===== config.mk =====
export PLATFORM = sky130hd
export DESIGN_NAME = serial_flag_gen
export DESIGN_NICKNAME = d
export VERILOG_FILES = /design/src/rtl/serial_flag_gen_pkg.sv /design/src/rtl/serial_flag_gen_digit_cmp.sv /design/src/rtl/serial_flag_gen.sv
export SDC_FILE = /design/constraint.sdc
export NUM_CORES = 1
export LEC_CHECK = 0
export BUFFER_PORTS_ARGS = -buffer_cell sky130_fd_sc_hd__buf_4
export CAP_MARGIN = 10
export CORE_MARGIN = 2
export CORE_UTILIZATION = 53
export DETAILED_ROUTE_END_ITERATION = 7
export PLACE_DENSITY = 0.79
export SLEW_MARGIN = 20
export SYNTH_ARGS = -nofsm -noshare
export SYNTH_HDL_FRONTEND = slang
export SYNTH_SLANG_ARGS = --single-unit

===== constraint.sdc =====
create_clock -name clk -period 2.7 [get_ports clk]
set_clock_uncertainty 0.15 [all_clocks]
set_input_delay 0.135 -clock clk [delete_from_list [all_inputs] [get_ports clk]]
set_output_delay 0.135 -clock clk [all_outputs]
set_load 0.03 [all_outputs]

===== src/rtl/serial_flag_gen_pkg.sv =====
// Shared definitions for the bit-serial compare-flag generator:
// comparison codes consumed by the ALU compare stage and FSM states.
package serial_flag_gen_pkg;

    typedef enum logic [2:0] {
        CMP_LT      = 3'b000,
        CMP_GT      = 3'b001,
        CMP_LE      = 3'b010,
        CMP_GE      = 3'b011,
        CMP_NE      = 3'b100,
        CMP_E       = 3'b110,
        CMP_INVALID = 3'b111
    } comp_e;

    typedef enum logic [1:0] {
        S_IDLE = 2'd0,
        S_SCAN = 2'd1,
        S_DONE = 2'd2
    } state_e;

    // Index width for a digit counter covering ndig digits (at least 1 bit).
    function automatic int idx_width(input int ndig);
        return (ndig > 1) ? $clog2(ndig) : 1;
    endfunction

endpackage


===== src/rtl/serial_flag_gen_digit_cmp.sv =====
// Combinational unsigned comparator for one DIGIT-wide slice.
module digit_cmp #(
    parameter int DIGIT = 4
) (
    input  logic [DIGIT-1:0] a,
    input  logic [DIGIT-1:0] b,
    output logic             lt,
    output logic             eq
);

    assign lt = (a < b);
    assign eq = (a == b);

endmodule


===== src/rtl/serial_flag_gen.sv =====
// Bit-serial magnitude comparator: scans latched operands MSB-first one digit
// per cycle, stops at the first differing digit, and forwards the comp code.
module serial_flag_gen
    import serial_flag_gen_pkg::*;
#(
    parameter int WIDTH = 32,
    parameter int DIGIT = 4
) (
    input  logic             clk,
    input  logic             rst,
    input  logic             in_valid,
    output logic             in_ready,
    input  logic [WIDTH-1:0] src1,
    input  logic [WIDTH-1:0] src2,
    input  logic             is_signed,
    input  logic [2:0]       comp_i,
    output logic             out_valid,
    input  logic             out_ready,
    output logic             less,
    output logic             equal,
    output logic [2:0]       comp_o
);

    localparam int NDIG = WIDTH / DIGIT;
    localparam int IW   = idx_width(NDIG);
    localparam logic [IW-1:0] IDX_TOP = IW'(NDIG - 1);

    state_e           state_q, state_d;
    logic [WIDTH-1:0] a_q, a_d;
    logic [WIDTH-1:0] b_q, b_d;
    logic             sgn_q, sgn_d;
    logic [2:0]       comp_q, comp_d;
    logic [IW-1:0]    idx_q, idx_d;
    logic             less_q, less_d;
    logic             equal_q, equal_d;

    logic [DIGIT-1:0] a_dig, b_dig;
    logic             dig_lt, dig_eq;

    // Signed compare flips the sign bit of both operands so the top digit
    // orders as offset-binary; lower digits are always unsigned.
    always_comb begin
        a_dig = a_q[idx_q*DIGIT +: DIGIT];
        b_dig = b_q[idx_q*DIGIT +: DIGIT];
        if (sgn_q && (idx_q == IDX_TOP)) begin
            a_dig[DIGIT-1] = ~a_dig[DIGIT-1];
            b_dig[DIGIT-1] = ~b_dig[DIGIT-1];
        end
    end

    digit_cmp #(
        .DIGIT(DIGIT)
    ) u_digit_cmp (
        .a  (a_dig),
        .b  (b_dig),
        .lt (dig_lt),
        .eq (dig_eq)
    );

    always_comb begin
        state_d = state_q;
        a_d     = a_q;
        b_d     = b_q;
        sgn_d   = sgn_q;
        comp_d  = comp_q;
        idx_d   = idx_q;
        less_d  = less_q;
        equal_d = equal_q;

        case (state_q)
            S_IDLE: begin
                if (in_valid) begin
                    a_d     = src1;
                    b_d     = src2;
                    sgn_d   = is_signed;
                    comp_d  = comp_i;
                    idx_d   = IDX_TOP;
                    less_d  = 1'b0;
                    equal_d = 1'b0;
                    state_d = S_SCAN;
                end
            end
            S_SCAN: begin
                if (!dig_eq) begin
                    less_d  = dig_lt;
                    equal_d = 1'b0;
                    state_d = S_DONE;
                end else if (idx_q == '0) begin
                    less_d  = 1'b0;
                    equal_d = 1'b1;
                    state_d = S_DONE;
                end else begin
                    idx_d = idx_q - 1'b1;
                end
            end
            S_DONE: begin
                if (out_ready) begin
                    state_d = S_IDLE;
                end
            end
            default: state_d = S_IDLE;
        endcase
    end

    always_ff @(posedge clk) begin
        if (rst) begin
            state_q <= S_IDLE;
            a_q     <= '0;
            b_q     <= '0;
            sgn_q   <= 1'b0;
            comp_q  <= '0;
            idx_q   <= '0;
            less_q  <= 1'b0;
            equal_q <= 1'b0;
        end else begin
            state_q <= state_d;
            a_q     <= a_d;
            b_q     <= b_d;
            sgn_q   <= sgn_d;
            comp_q  <= comp_d;
            idx_q   <= idx_d;
            less_q  <= less_d;
            equal_q <= equal_d;
        end
    end

    assign in_ready  = (state_q == S_IDLE);
    assign out_valid = (state_q == S_DONE);
    assign less      = less_q;
    assign equal     = equal_q;
    assign comp_o    = comp_q;

endmodule


==> results by stage, run 1 <==
Power:
- Across the VDD grid, the largest voltage drop is 0.4422 mV.
- Total power for the finished layout comes to 3.308 mW.
- For this design the static power due to leakage is 2.099 nW.
- For this design the ratio of total power to cell area is 668.5 nW/µm².

CTS:
- The number of clock sinks is 75.
- The root buffer selected by CTS is sky130_fd_sc_hd__clkbuf_8.
- The H-tree generated during clock tree synthesis spans 3 levels.
- After clock tree synthesis, the clock-pin slew on the worst setup and hold paths is 0.08 ns.
- The insertion delay to the later sink of the worst-skew pair is 0.35 ns.
- TritonCTS created 9 clock buffers.
- The maximum count of clock buffers along a single path is 2.
- The CTS tree is yes.

Hold path:
- The worst min-delay path category is input pin to flip-flop.
- The worst hold path stage count is 2.

STA:
- At the pin with the least slew margin, the transition time is 0.7688 ns.
- The worst slew slack as a fraction of its limit is 48.75%.
- For the final routed database, the setup TNS stands at 0 ns.
- The number of failing hold endpoints at the final stage is 0.
- Setup violations remaining at the end of the flow were counted as 0.
- The part of the cycle the worst path needs is 97.86%.
- The smallest clock period supported by the final layout is computed as 2.642 ns.
- The number of pins exceeding their max-slew limit in the final report is 0.
- The fmax is 378.5 MHz.

Run:
- The count of max-cap constraint violations is 0.

Critical path:
- The endpoint required time on the critical path is 2.85 ns.
- The number of cell instances on the worst register-to-register path is 9.
- In this run the worst path has a maximum fanout of 9.
- The worst setup path is launched from a flip-flop.
- The kind of critical path is flip-flop to flip-flop.
- The data arrival time of the critical path is 2.79 ns.
- The worst setup path is captured at a flip-flop.

Die:
- Pin placement for this block handled 79 I/O pins.
- The floorplan step set the die height to 83.45 µm.
- The placeable core region is 6026 µm².
- The die extent in x is 83.45 µm.
- The total die area is 6964 µm².
- The floorplan has 28 rows.
- The initial utilization of the core area, before any placement, comes to 55.52%.

Routing:
- The amount of wire on met2 after detailed routing is 4.836 mm.
- After detailed routing, the number of remaining DRC violations is 0.
- The number of violations reported at the end of detailed-routing iteration 0 is 245.
- The highest layer touched by signal routing is met4.
- The first-pass iteration count of the detailed router is 7.
- Wire segments on met3 add up to 564 µm in the final route.
- The routed layout has 3,321 vias.
- The average detailed-routed wire length per instance is 15.80 µm.
- The total routed wirelength is 9.654 mm.
- Dividing the detail-routed via count by the number of cells gives 5.435.
- Once detail routing completed, the nets flagged for antenna violations numbered 0.
- After detailed routing, the wire length on met1 is 4.014 mm.

Logic synthesis:
- Summing the sequential cell areas from Yosys gives 44.88% of the chip area.
- Counting every instance in the synthesized netlist gives 386.
- The mean area per synthesized cell is 8.668 µm².
- By area the synthesized netlist is led by sky130_fd_sc_hd__dfxtp_1, sky130_fd_sc_hd__nand2_1, sky130_fd_sc_hd__a21oi_1.
- Summed over its instances, the top area cell type makes up 44.88% of the synthesized netlist area.
- The library cell with the largest summed area after synthesis is sky130_fd_sc_hd__dfxtp_1.
- The mapped netlist covers 3346 µm².
- The number of warning messages in the yosys log is 0.
- The synthesized netlist contains 38 unique library cells.
- Counting flops and latches in the post-synthesis netlist gives 75.
- The net count after synthesis is 465.

Final layout:
- The count of nets after finishing is 610.
- The post-route netlist has 23.51% of its cells at a drive strength greater than 1.
- The final standard cell count with taps included and fillers excluded is 611.
- The layout overhead on the synthesized area is 47.91%.
- The fill cell instance count of the final layout is 367.
- The number of diodes added for antenna fixing is 0.

Placement:
- The half-perimeter wire length of the detailed placement result is 5.298 mm.
- The placed instance count is 518.
- The count of buffers inserted at the top-level ports is 78.
- The weighted congestion at the end of routability-driven global placement is 0.8029.

Global route:
- The initial antenna violation count is 0.
- The via count of the first global-routing pass is 3,300.
- Entering global routing, the biggest net connects 77 pins.
- The first global-routing pass estimated 15.48 mm of wire.
- The final global-route overflow total is 0.
- The overall global routing resource usage is 27.43%.

Outcome:
- The flow ran to the end, and the final reports show no timing, DRC or antenna violations.
[synth_stat cells]
cell                          n
sky130_fd_sc_hd__nand2_1    149
sky130_fd_sc_hd__dfxtp_1     75
sky130_fd_sc_hd__a21oi_1     70
sky130_fd_sc_hd__buf_2       17
sky130_fd_sc_hd__mux4_2       9
sky130_fd_sc_hd__clkbuf_1     8
sky130_fd_sc_hd__ha_1         7
sky130_fd_sc_hd__mux4_1       7
sky130_fd_sc_hd__nor2b_1      6
sky130_fd_sc_hd__mux2i_1      4
sky130_fd_sc_hd__a211oi_1     2
sky130_fd_sc_hd__inv_1        2
sky130_fd_sc_hd__nand2b_1     2
sky130_fd_sc_hd__nand4_1      2
sky130_fd_sc_hd__nor2_1       2
sky130_fd_sc_hd__nor3_1       2
sky130_fd_sc_hd__a211o_1      1
sky130_fd_sc_hd__a221oi_2     1
sky130_fd_sc_hd__a311oi_1     1
sky130_fd_sc_hd__a31oi_1      1
sky130_fd_sc_hd__and3_1       1
sky130_fd_sc_hd__and4_1       1
sky130_fd_sc_hd__buf_12       1
sky130_fd_sc_hd__buf_4        1
sky130_fd_sc_hd__buf_6        1
sky130_fd_sc_hd__inv_2        1
sky130_fd_sc_hd__nor3b_2      1
sky130_fd_sc_hd__nor4_1       1
sky130_fd_sc_hd__o2111ai_1    1
sky130_fd_sc_hd__o211a_1      1
sky130_fd_sc_hd__o21ai_1      1
sky130_fd_sc_hd__o21ba_2      1
sky130_fd_sc_hd__o311ai_1     1
sky130_fd_sc_hd__o31ai_1      1
sky130_fd_sc_hd__or3b_1       1
sky130_fd_sc_hd__or4bb_1      1
sky130_fd_sc_hd__xnor2_1      1
sky130_fd_sc_hd__xor2_1       1
[registers in the layout (all words and copies together), names as in the netlist]
| name | cells |
|---|---|
| equal | 1 |
| state_q | 2 |
| sgn_q | 1 |
| b_q | 32 |
| idx_q | 3 |
| comp_o | 3 |
| a_q | 32 |
| less | 1 |
[routing by layer]
layer	vias up	global-route usage [%]
li1	1604	-
met1	1553	34.56
met2	141	47.07
met3	23	5.045
met4	0	10.12
met5	-	0
[worst paths after layout]
kind                  from        to  slack, ns
setup / recovery  idx_q[0]  idx_q[2]       0.06
hold / removal         rst   a_q[30]       0.21
setup reg to reg  idx_q[0]  idx_q[2]       0.06
hold reg to reg     a_q[7]    a_q[7]       0.31
[area by class of cell]
cell class	instances	area [µm²]	area share, %
multi-input combinational	280	1693	34.21
sequential	75	1505	30.42
timing repair buffer	162	1419	28.67
clock buffer	11	151.4	3.059
tap	75	93.84	1.896
clock inverter	5	75.07	1.517
inverter	3	11.26	0.2276
[power breakdown]
part | switching [mW] | internal, mW
clock | 0.408 | 0.566
sequential | 0.0874 | 1.23
combinational | 0.527 | 0.491
[through the flow]
stage	utilization [%]	instance area, µm²	hold WS (ns)	setup slack (ns)
floorplan	-	3346	0.1210	0.3305
finish	82.12	4949	0.2103	0.05771
global route	82.12	4949	0.2420	-0.002251
CTS	80.65	4860	0.2098	0.03935
global placement	65.43	3943	0.2333	0.1943
detailed placement	65.43	3943	0.2412	0.1198
[critical path: stages (launching register included)]
cell	delay, ns
sky130_fd_sc_hd__dfxtp_4	0.39
sky130_fd_sc_hd__buf_12	0.15
sky130_fd_sc_hd__buf_4	0.12
sky130_fd_sc_hd__mux4_1	0.54
sky130_fd_sc_hd__nand2_1	0.09
sky130_fd_sc_hd__nand2_1	0.05
sky130_fd_sc_hd__ha_1	0.30
sky130_fd_sc_hd__nand4_1	0.26
sky130_fd_sc_hd__o311ai_1	0.34
sky130_fd_sc_hd__and3_1	0.20
[cell usage in the layout (no fill, tap or decap), drive strengths merged, types with 2 or more instances in the layout]
cell type / n
clkbuf: 12
a21oi: 70
mux4: 16
clkinv: 3
nand2: 149
inv: 3
buf: 92
dfxtp: 75
nor2: 2
nor2b: 6
bufinv: 2
nand4: 2
mux2i: 4
ha: 7
dlygate4sd3: 69
a211oi: 2
nor3: 2
nand2b: 2
[logic make-up (layout without fill, tap and decap cells)]
| family | after synthesis | count (layout) | synth area share [%] |
|---|---|---|---|
| simple gates | 169 | 169 | 20.72 |
| compound gates | 82 | 82 | 13.58 |
| flops | 75 | 75 | 44.88 |
| buf+inv | 31 | 181 | 4.936 |
| mux | 20 | 20 | 12.75 |
| fa+ha+maj | 7 | 7 | 2.618 |
| xor+xnor | 2 | 2 | 0.5237 |
[timing repair]
action,in CTS,in global routing
hold endpoints to repair,69,0
hold buffers,69,0
resized for setup,0,4
setup endpoints to repair,0,4
buffers inserted,0,7
Power figures use the tool's default switching activity.
==> run 2, diff against run 1 <==
--- a/config.mk
+++ b/config.mk
@@ -10,7 +10,7 @@
 export CORE_MARGIN = 2
 export CORE_UTILIZATION = 53
 export DETAILED_ROUTE_END_ITERATION = 7
-export PLACE_DENSITY = 0.79
+export PLACE_DENSITY = 0.81
 export SLEW_MARGIN = 20
 export SYNTH_ARGS = -nofsm -noshare
 export SYNTH_HDL_FRONTEND = slang
==> run 2 against run 1 <==
  * Routed wire length rose by 0.41%
  * Global-route usage rose by 0.71 points
  * Setup slack improved by 0.034 ns
  * Highest routed layer unchanged
  * Design area fell by 0.91%
  * Via count rose by 1.7%
  * Utilization fell by 0.75 points
==> results by stage, run 2 (synthesized netlist as in run 1, its figures left out) <==
Final layout:
- In the final layout, the share of cells above drive strength 1 is 22.31%.
- The library cell used most frequently in the layout, excluding fill and tap cells, is sky130_fd_sc_hd__nand2_1.
- In the final layout, the registers with the most flip-flops are a_q x32, b_q x32.
- The final design area excluding fillers is 4903 µm².
- The number of diodes added for antenna fixing is 0.
- For this run, the number of standard cells in the final layout without fillers is 604.
- In the final design database the tool counted 603 nets.
- In the layout the commonest cells are sky130_fd_sc_hd__nand2_1, sky130_fd_sc_hd__buf_4, sky130_fd_sc_hd__dfxtp_1, sky130_fd_sc_hd__a21oi_1, sky130_fd_sc_hd__dlygate4sd3_1.
- The layout overhead on the synthesized area is 46.56%.

Critical path:
- In this run the worst path has a maximum fanout of 9.
- The endpoint type of the worst setup path is a flip-flop.
- The reg-to-reg critical path startpoint is idx_q[0].
- The slowest cell on the critical path is sky130_fd_sc_hd__mux4_2.
- The reg-to-reg endpoint is idx_q[1].
- Data on the critical path arrives at its endpoint at 2.65 ns.
- The reg2reg setup slack is 0.09 ns.
- The signal on the critical path passes through buf_6, mux4_2, xor2_1, o21ai_1, ha_1, and4_2, a311oi_2, a211oi_1.
- The termination of the worst setup path is idx_q[1].
- For the worst setup path, the data required time is 2.74 ns.
- The delay of the slowest cell on the worst path is 0.53 ns.
- The kind of critical path is flip-flop to flip-flop.
- The worst setup path is launched from a flip-flop.
- Counting cells, the worst reg-to-reg path comes to 8.
- The critical path launch point is idx_q[0].

STA:
- The number of pins exceeding their max-slew limit in the final report is 0.
- The number of failing hold endpoints at the final stage is 0.
- The part of the cycle the worst path needs is 96.59%.
- The time the final worst path needs with I/O delays and setup is 2.608 ns.
- At the pin with the least slew margin, the transition time is 0.7750 ns.
- Setup slack on the critical path of the routed design comes to 0.09212 ns.
- The worst pin sits at a relative slew slack of 48.33%.
- Static timing analysis puts the maximum clock frequency at 383.5 MHz.
- The number of endpoints failing setup at the final stage is 0.

Run:
- The count of max-cap constraint violations is 0.

Hold path:
- The worst hold path stage count is 2.
- The tightest min-delay check is of the input pin to flip-flop type.

Routing:
- Once detail routing completed, the nets flagged for antenna violations numbered 0.
- The detailed-route DRC error count is 0.
- The number of violations reported at the end of detailed-routing iteration 0 is 322.
- The first detailed-routing pass took 7 iterations.
- The via density per instance is 5.589.
- Summed over all layers, the routed wires come to 9.694 mm.
- The average detailed-routed wire length per instance is 16.05 µm.
- The via total after detailed routing is 3,376.

Die:
- The effective utilization at floorplan is 55.52%.
- The die height is 83.45 µm.
- In this run the core area contains 28 standard-cell rows.
- The die extent in x is 83.45 µm.
- 79 I/O pins were placed.
- The placeable core region is 6026 µm².
- The total die area is 6964 µm².

Outcome:
- The run finished with clean final reports.

Global route:
- The via count of the first global-routing pass is 3,356.
- The overall global routing resource usage is 28.13%.
- The initial antenna violation count is 0.
- The largest net degree at the start of global routing is 77.
- The final global-route overflow total is 0.
- The wire length of the first global-routing pass is 15.77 mm.

CTS:
- The longest clock path from root to sink contains 2 buffers.
- The H-tree was split into 3 levels.
- The number of CTS-inserted buffers is 9.
- The insertion delay to the later sink of the worst-skew pair is 0.35 ns.
- In this run the clock root is driven by a sky130_fd_sc_hd__clkbuf_8.
- TritonCTS built the clock tree.
- Clock-pin slew was measured on the worst setup and hold paths at 0.07 ns.
- The clock drives 75 sinks.

Power:
- In this run the power density over the cells is 679.4 nW/µm².
- The leakage component of the power is 2.067 nW.
- The worst voltage drop across the vdd grid is 0.4925 mV.
- The sum of internal, switching and leakage power is 3.331 mW.

Placement:
- The placed instance count is 518.
- The count of buffers inserted at the top-level ports is 78.
- Summed over all nets, the half-perimeter wirelength after detailed placement is 5.412 mm.
- OpenSTA, run right after detailed placement, puts the worst setup slack at 0.1244 ns.
- The congestion estimate from routability-driven global placement came to 0.9266.
- In this run the cell area measured after placement is 3943 µm².
==> run 2: area by class of cell <==
class | count | area (µm²)
multi-input cells | 280 | 1699
flip-flops and latches | 75 | 1501
repair buffers | 155 | 1356
fillers | 355 | 1122
clock buffers | 11 | 141.4
clock inverters | 5 | 100.1
well taps | 75 | 93.84
inverters | 3 | 11.26
==> run 2: per-layer routing <==
| layer | GRT usage (%) | vias to the layer above | share of wire (%) |
|---|---|---|---|
| met3 | 6.627 | 31 | 7.5 |
| met2 | 48.46 | 169 | 51 |
| met1 | 34.31 | 1584 | 39 |
| li1 | - | 1592 | - |
| met5 | 0 | - | 0 |
| met4 | 10.56 | 0 | 2.6 |
==> run 2: how the worst min path moves through the flow <==
| stage | start | to | slack (ns) |
|---|---|---|---|
| 2_1_floorplan | src1[10] | a_q[10] | 0.12 |
| 3_3_place_gp | src1[31] | a_q[31] | 0.23 |
| 3_5_place_dp | src2[4] | b_q[4] | 0.24 |
| 4_1_cts | rst | b_q[23] | 0.21 |
| 5_1_grt | rst | b_q[6] | 0.25 |
| 6_report | rst | b_q[8] | 0.21 |
==> run 2: stage by stage <==
stage / hold WS [ns] / setup TNS (ns) / utilization, %
2_1_floorplan: 0.1210 / 0 / -
3_3_place_gp: 0.2332 / 0 / 65.43
3_5_place_dp: 0.2393 / 0 / 65.43
4_1_cts: 0.2079 / 0 / 80.90
5_1_grt: 0.2484 / -0.02260 / 81.37
6_report: 0.2097 / 0 / 81.37
==> run 2: critical path, delay by kind of cell, from the launching register on <==
family | cells | cell delay (ns)
XOR/XNOR | 1 | 0.15
AND/OR/NAND/NOR | 1 | 0.29
AO/OA/AOI/OAI | 3 | 0.42
multiplexers | 1 | 0.53
buffers and inverters | 1 | 0.18
flip-flops | 1 | 0.40
adder cells (fa/ha/maj) | 1 | 0.34
==> run 2: timing repair <==
action | in CTS | in global routing
endpoints found under the hold margin | 69 | 0
resized for setup | 0 | 5
hold buffers | 69 | 0
endpoints found under the setup margin | 0 | 4
setup buffers | 0 | 1
==> run 2: where the power goes <==
group | leakage, nW | total (mW) | internal [mW] | switching (mW)
combinational | 1.33 | 0.976 | 0.458 | 0.518
sequential | 0.616 | 1.31 | 1.23 | 0.0860
clock | 0.123 | 1.04 | 0.637 | 0.404
==> run 3, diff against run 2 <==
--- a/config.mk
+++ b/config.mk
@@ -5,12 +5,13 @@
 export SDC_FILE = /design/constraint.sdc
 export NUM_CORES = 1
 export LEC_CHECK = 0
+export ABC_AREA = 1
 export BUFFER_PORTS_ARGS = -buffer_cell sky130_fd_sc_hd__buf_4
 export CAP_MARGIN = 10
 export CORE_MARGIN = 2
-export CORE_UTILIZATION = 53
+export CORE_UTILIZATION = 54
 export DETAILED_ROUTE_END_ITERATION = 7
-export PLACE_DENSITY = 0.81
+export PLACE_DENSITY = 0.82
 export SLEW_MARGIN = 20
 export SYNTH_ARGS = -nofsm -noshare
 export SYNTH_HDL_FRONTEND = slang
==> run 3 against run 2 <==
  * Sequential power barely moved
  * Die area rose by 1.1%
  * Global-route usage fell by 2.0 points
  * Fmax rose by 6.6%
  * Final cell count rose by 17%
  * Setup slack improved by 0.16 ns
  * Register-to-register slack improved by 0.16 ns
  * Sequential share of layout area rose by 0.27 points
  * Via count rose by 8.1%
  * Flip-flop and latch count did not move
  * Clock-buffer cell count rose by 1
  * Critical endpoint is now idx_q[2]
  * Highest routed layer unchanged
==> results by stage, run 3 <==
Logic synthesis:
- When the netlist entered floorplanning its net count stood at 569.
- Summed over its instances, the top area cell type makes up 43.53% of the synthesized netlist area.
- The library cell with the largest summed area after synthesis is sky130_fd_sc_hd__dfxtp_1.
- The most repeated cell in the gate-level netlist after synthesis is sky130_fd_sc_hd__nor2_1.
- Sequential cells were found to cover 43.53% of the synthesized design area.
- The cell area after technology mapping is 3450 µm².
- Of the total synthesized cell area, the portion taken by full adders, half adders and majority gates is 2.539%.
- The number of warning messages in the yosys log is 0.
- The number of different library cells used by synthesis comes to 26.
- The flip-flop cell with the highest count after synthesis is sky130_fd_sc_hd__dfxtp_1.
- Summing the areas of all compound-gate instances in the mapped netlist gives 18.39% of the synthesized area.
- The fraction of synthesis flops using an asynchronous set or reset pin is 0%.
- The largest family of logic cells by synthesized area is simple AND/OR/NAND/NOR gates.
- The average instance in the mapped netlist occupies 7.040 µm².
- Counting flops with a built-in enable in the synthesized netlist gives 0.
- The post-synthesis instance total is 490.
- The number of synthesized register bits is 75.
- Sorting the synthesized cells by how often they occur yields sky130_fd_sc_hd__nor2_1, sky130_fd_sc_hd__o21ai_0, sky130_fd_sc_hd__dfxtp_1, sky130_fd_sc_hd__nand2_1.
- The share of the synthesized netlist area taken by xor and xnor gates is 0%.
- Of the total synthesized cell area, the portion taken by AND, OR, NAND and NOR gates is 26.99%.
- The multiplexer share of the synthesized area is 0%.
- By area the synthesized netlist is led by sky130_fd_sc_hd__dfxtp_1, sky130_fd_sc_hd__nor2_1, sky130_fd_sc_hd__o21ai_0.

Power:
- The share of total power dissipated in combinational logic is 26.6%.
- In this run, flip-flops and latches consume 44.2% of the power.
- For this design the static power due to leakage is 2.172 nW.
- The relative contribution of the clock network to total power is 29.2%.
- The worst voltage drop across the vdd grid is 0.3915 mV.
- The internal power is 2.024 mW.
- For this design the total switching power over the nets is 0.9147 mW.
- The switching share of power is 31.13%.
- Power spread over the standard cell area amounts to 604.5 nW/µm².

Run:
- Max-cap violations in this run came to 0.

Routing:
- After detailed routing, the average wire length per cell comes to 12.90 µm.
- Dividing the detail-routed via count by the number of cells gives 5.182.
- In this run the remaining antenna-violating nets after routing total 0.
- The detailed router placed 3,648 vias in this run.
- Summed over all layers, the routed wires come to 9.084 mm.
- For this run, the detailed router's first-pass iteration total came to 6.
- In the routed design, unresolved DRC markers number 0.
- The number of violations reported at the end of detailed-routing iteration 0 is 309.

Final layout:
- In the final layout, the multi-input gates occupy 1653 µm².
- Relative to the synthesized area, the layout overhead comes to 40.91%.
- The largest registers in the layout are a_q x32, b_q x32.
- The most frequent standard cell in the layout excluding fill and tap cells is sky130_fd_sc_hd__nor2_1.
- The final design area excluding fillers is 4861 µm².
- The area occupied by registers is 1501 µm².
- Of the cells placed in the final design, the portion with a size suffix greater than 1 is 17.22%.
- Measured on the finished design, the core utilization comes to 77.44%.
- The count of nets after finishing is 701.
- The fill cell instance count of the final layout is 443.
- The number of diodes added for antenna fixing is 0.
- In the layout the commonest cells are sky130_fd_sc_hd__nor2_1, sky130_fd_sc_hd__o21ai_0, sky130_fd_sc_hd__buf_4, sky130_fd_sc_hd__dfxtp_1, sky130_fd_sc_hd__dlygate4sd3_1.

CTS:
- After clock tree synthesis, the setup repair step added 0 buffers.
- In this run the clock root is driven by a sky130_fd_sc_hd__clkbuf_8.
- The insertion delay to the later sink of the worst-skew pair is 0.35 ns.
- After clock tree synthesis, the clock-pin slew on the worst setup and hold paths is 0.07 ns.
- No sink is reached through more buffers than the 2 on the longest clock path.
- The CTS tree is yes.
- The clock drives 75 sinks.
- Counting the buffers created by CTS gives 9.
- The number of H-tree levels is 3.

Placement:
- The placed cell area is 3973 µm².
- Input and output buffers added on the ports amount to 78.
- The weighted congestion at the end of routability-driven global placement is 0.8265.
- After legalization and detailed placement, the total HPWL measured 5.157 mm.

Critical path:
- Data on the critical path arrives at its endpoint at 2.58 ns.
- The endpoint type of the worst setup path is a flip-flop.
- Counting both buffers and inverters, the worst setup path holds a total of 1.
- The cell type group with the largest total delay on the critical path is simple AND/OR/NAND/NOR gates.
- The delay of the slowest cell on the worst path is 0.56 ns.
- The kind of critical path is flip-flop to flip-flop.
- The most common cell type on the critical path is sky130_fd_sc_hd__nand2_1.
- For the worst setup path, the data required time is 2.84 ns.
- The critical path goes through buf_4, o21ai_0, o21ai_0, o21ai_1, ha_1, nand2_1, nor2_1, nand3_2, nand2_1, nand2_1, a21oi_2.
- Of all nets on the critical path, the largest fanout is 11.
- The slowest stage of the critical path belongs to the cell sky130_fd_sc_hd__dfxtp_1.
- The startpoint type of the worst setup path is a flip-flop.

Die:
- The floorplan row count is 29.
- The placeable core region is 6277 µm².
- The total die area is 7043 µm².
- The die height is 83.93 µm.
- For this configuration, the core starts out at a cell density of 54.95%.
- The die is 83.93 µm wide.
- The I/O pin count is 79.

STA:
- The number of failing hold endpoints at the final stage is 0.
- The clock period could shrink to 2.446 ns.
- Setup repair after global routing left no endpoint under its margin.
- Setup violations remaining at the end of the flow were counted as 0.
- The part of the cycle the worst path needs is 90.61%.
- The transition at the pin with the smallest max-transition slack is 0.7258 ns.
- The number of pins exceeding their max-slew limit in the final report is 0.
- Summed over all failing endpoints, the final setup total negative slack is 0 ns.
- The worst pin sits at a relative slew slack of 51.56%.
- The fmax is 408.8 MHz.

Outcome:
- The flow ran to the end, and the final reports show no timing, DRC or antenna violations.

Global route:
- Entering global routing, the biggest net connects 83 pins.
- The via count of the first global-routing pass was 3,353.
- The overall global routing resource usage is 26.13%.
- The first global-routing pass estimated 15.05 mm of wire.
- Global routing finished with a remaining overflow of 0.
- The initial antenna violation count is 0.

Hold path:
- In this run the worst hold path is classified as input pin to flip-flop.
[run 3: cell count changes after synthesis, moves of 17 or more]
cell | before | now
sky130_fd_sc_hd__nand3_1 | 0 | 19
sky130_fd_sc_hd__inv_1 | 2 | 19
sky130_fd_sc_hd__o21ai_0 | 0 | 88
sky130_fd_sc_hd__nand2_1 | 149 | 45
sky130_fd_sc_hd__nor2_1 | 2 | 162
sky130_fd_sc_hd__a21oi_1 | 70 | 10
[run 3: tightest hold or removal path, delay by kind of cell]
kind,cells,cell delay (ns)
buf+inv,1,0.08
compound gates,2,0.24
[run 3: layer usage]
| layer | share of wire, % | GRT usage [%] | up-vias |
|---|---|---|---|
| li1 | - | - | 1848 |
| met1 | 44 | 32.81 | 1681 |
| met2 | 50 | 45.82 | 103 |
| met3 | 4.4 | 5.440 | 16 |
| met4 | 1.6 | 6.452 | 0 |
| met5 | 0 | 0 | - |
[run 3: cell families after synthesis]
logic type,Yosys count
flops,75
simple gates,231
compound gates,122
buf+inv,55
fa+ha+maj,7
[run 3: area by class of cell]
type,instances,area share (%)
Timing Repair Buffer,153,27.18
Sequential cell,75,30.89
Tap cell,77,1.982
Clock buffer,12,2.986
Multi-Input combinational cell,360,34.00
Inverter,23,1.931
Clock inverter,4,1.030
[run 3: stage by stage]
step	setup slack, ns	power [mW]	std cells	hold slack (ns)
after floorplan	0.5774	1.830	490	0.04744
after CTS	0.2528	2.924	704	0.007989
after global routing	0.008666	3.105	704	0.002543
after detailed placement	0.2737	2.005	619	0.1914
final	0.2536	2.938	704	0.004970
after global placement	0.3774	1.986	619	0.1847
[run 3: repair_timing]
item	4_1_cts	5_1_grt
endpoints found under the setup margin	0	3
resized for setup	0	2
endpoints found under the hold margin	71	0
hold buffers	69	0
[run 3: final timing paths]
path | from | endpoint | slack (ns) | cells after the start
max | idx_q[1] | idx_q[2] | 0.25 | 11
max reg2reg | idx_q[1] | idx_q[2] | 0.25 | 11
min reg2reg | a_q[7] | a_q[7] | 0.32 | 2
min | src1[27] | a_q[27] | 0.005 | 3
[run 3: power by group through the flow]
stage | registers, mW | logic (mW) | clock network, mW
global route | 1.31 | 0.884 | 0.908
finish | 1.30 | 0.781 | 0.858
CTS | 1.30 | 0.767 | 0.859
floorplan | 1.31 | 0.515 | 0
detailed placement | 1.32 | 0.682 | 0
global placement | 1.32 | 0.667 | 0
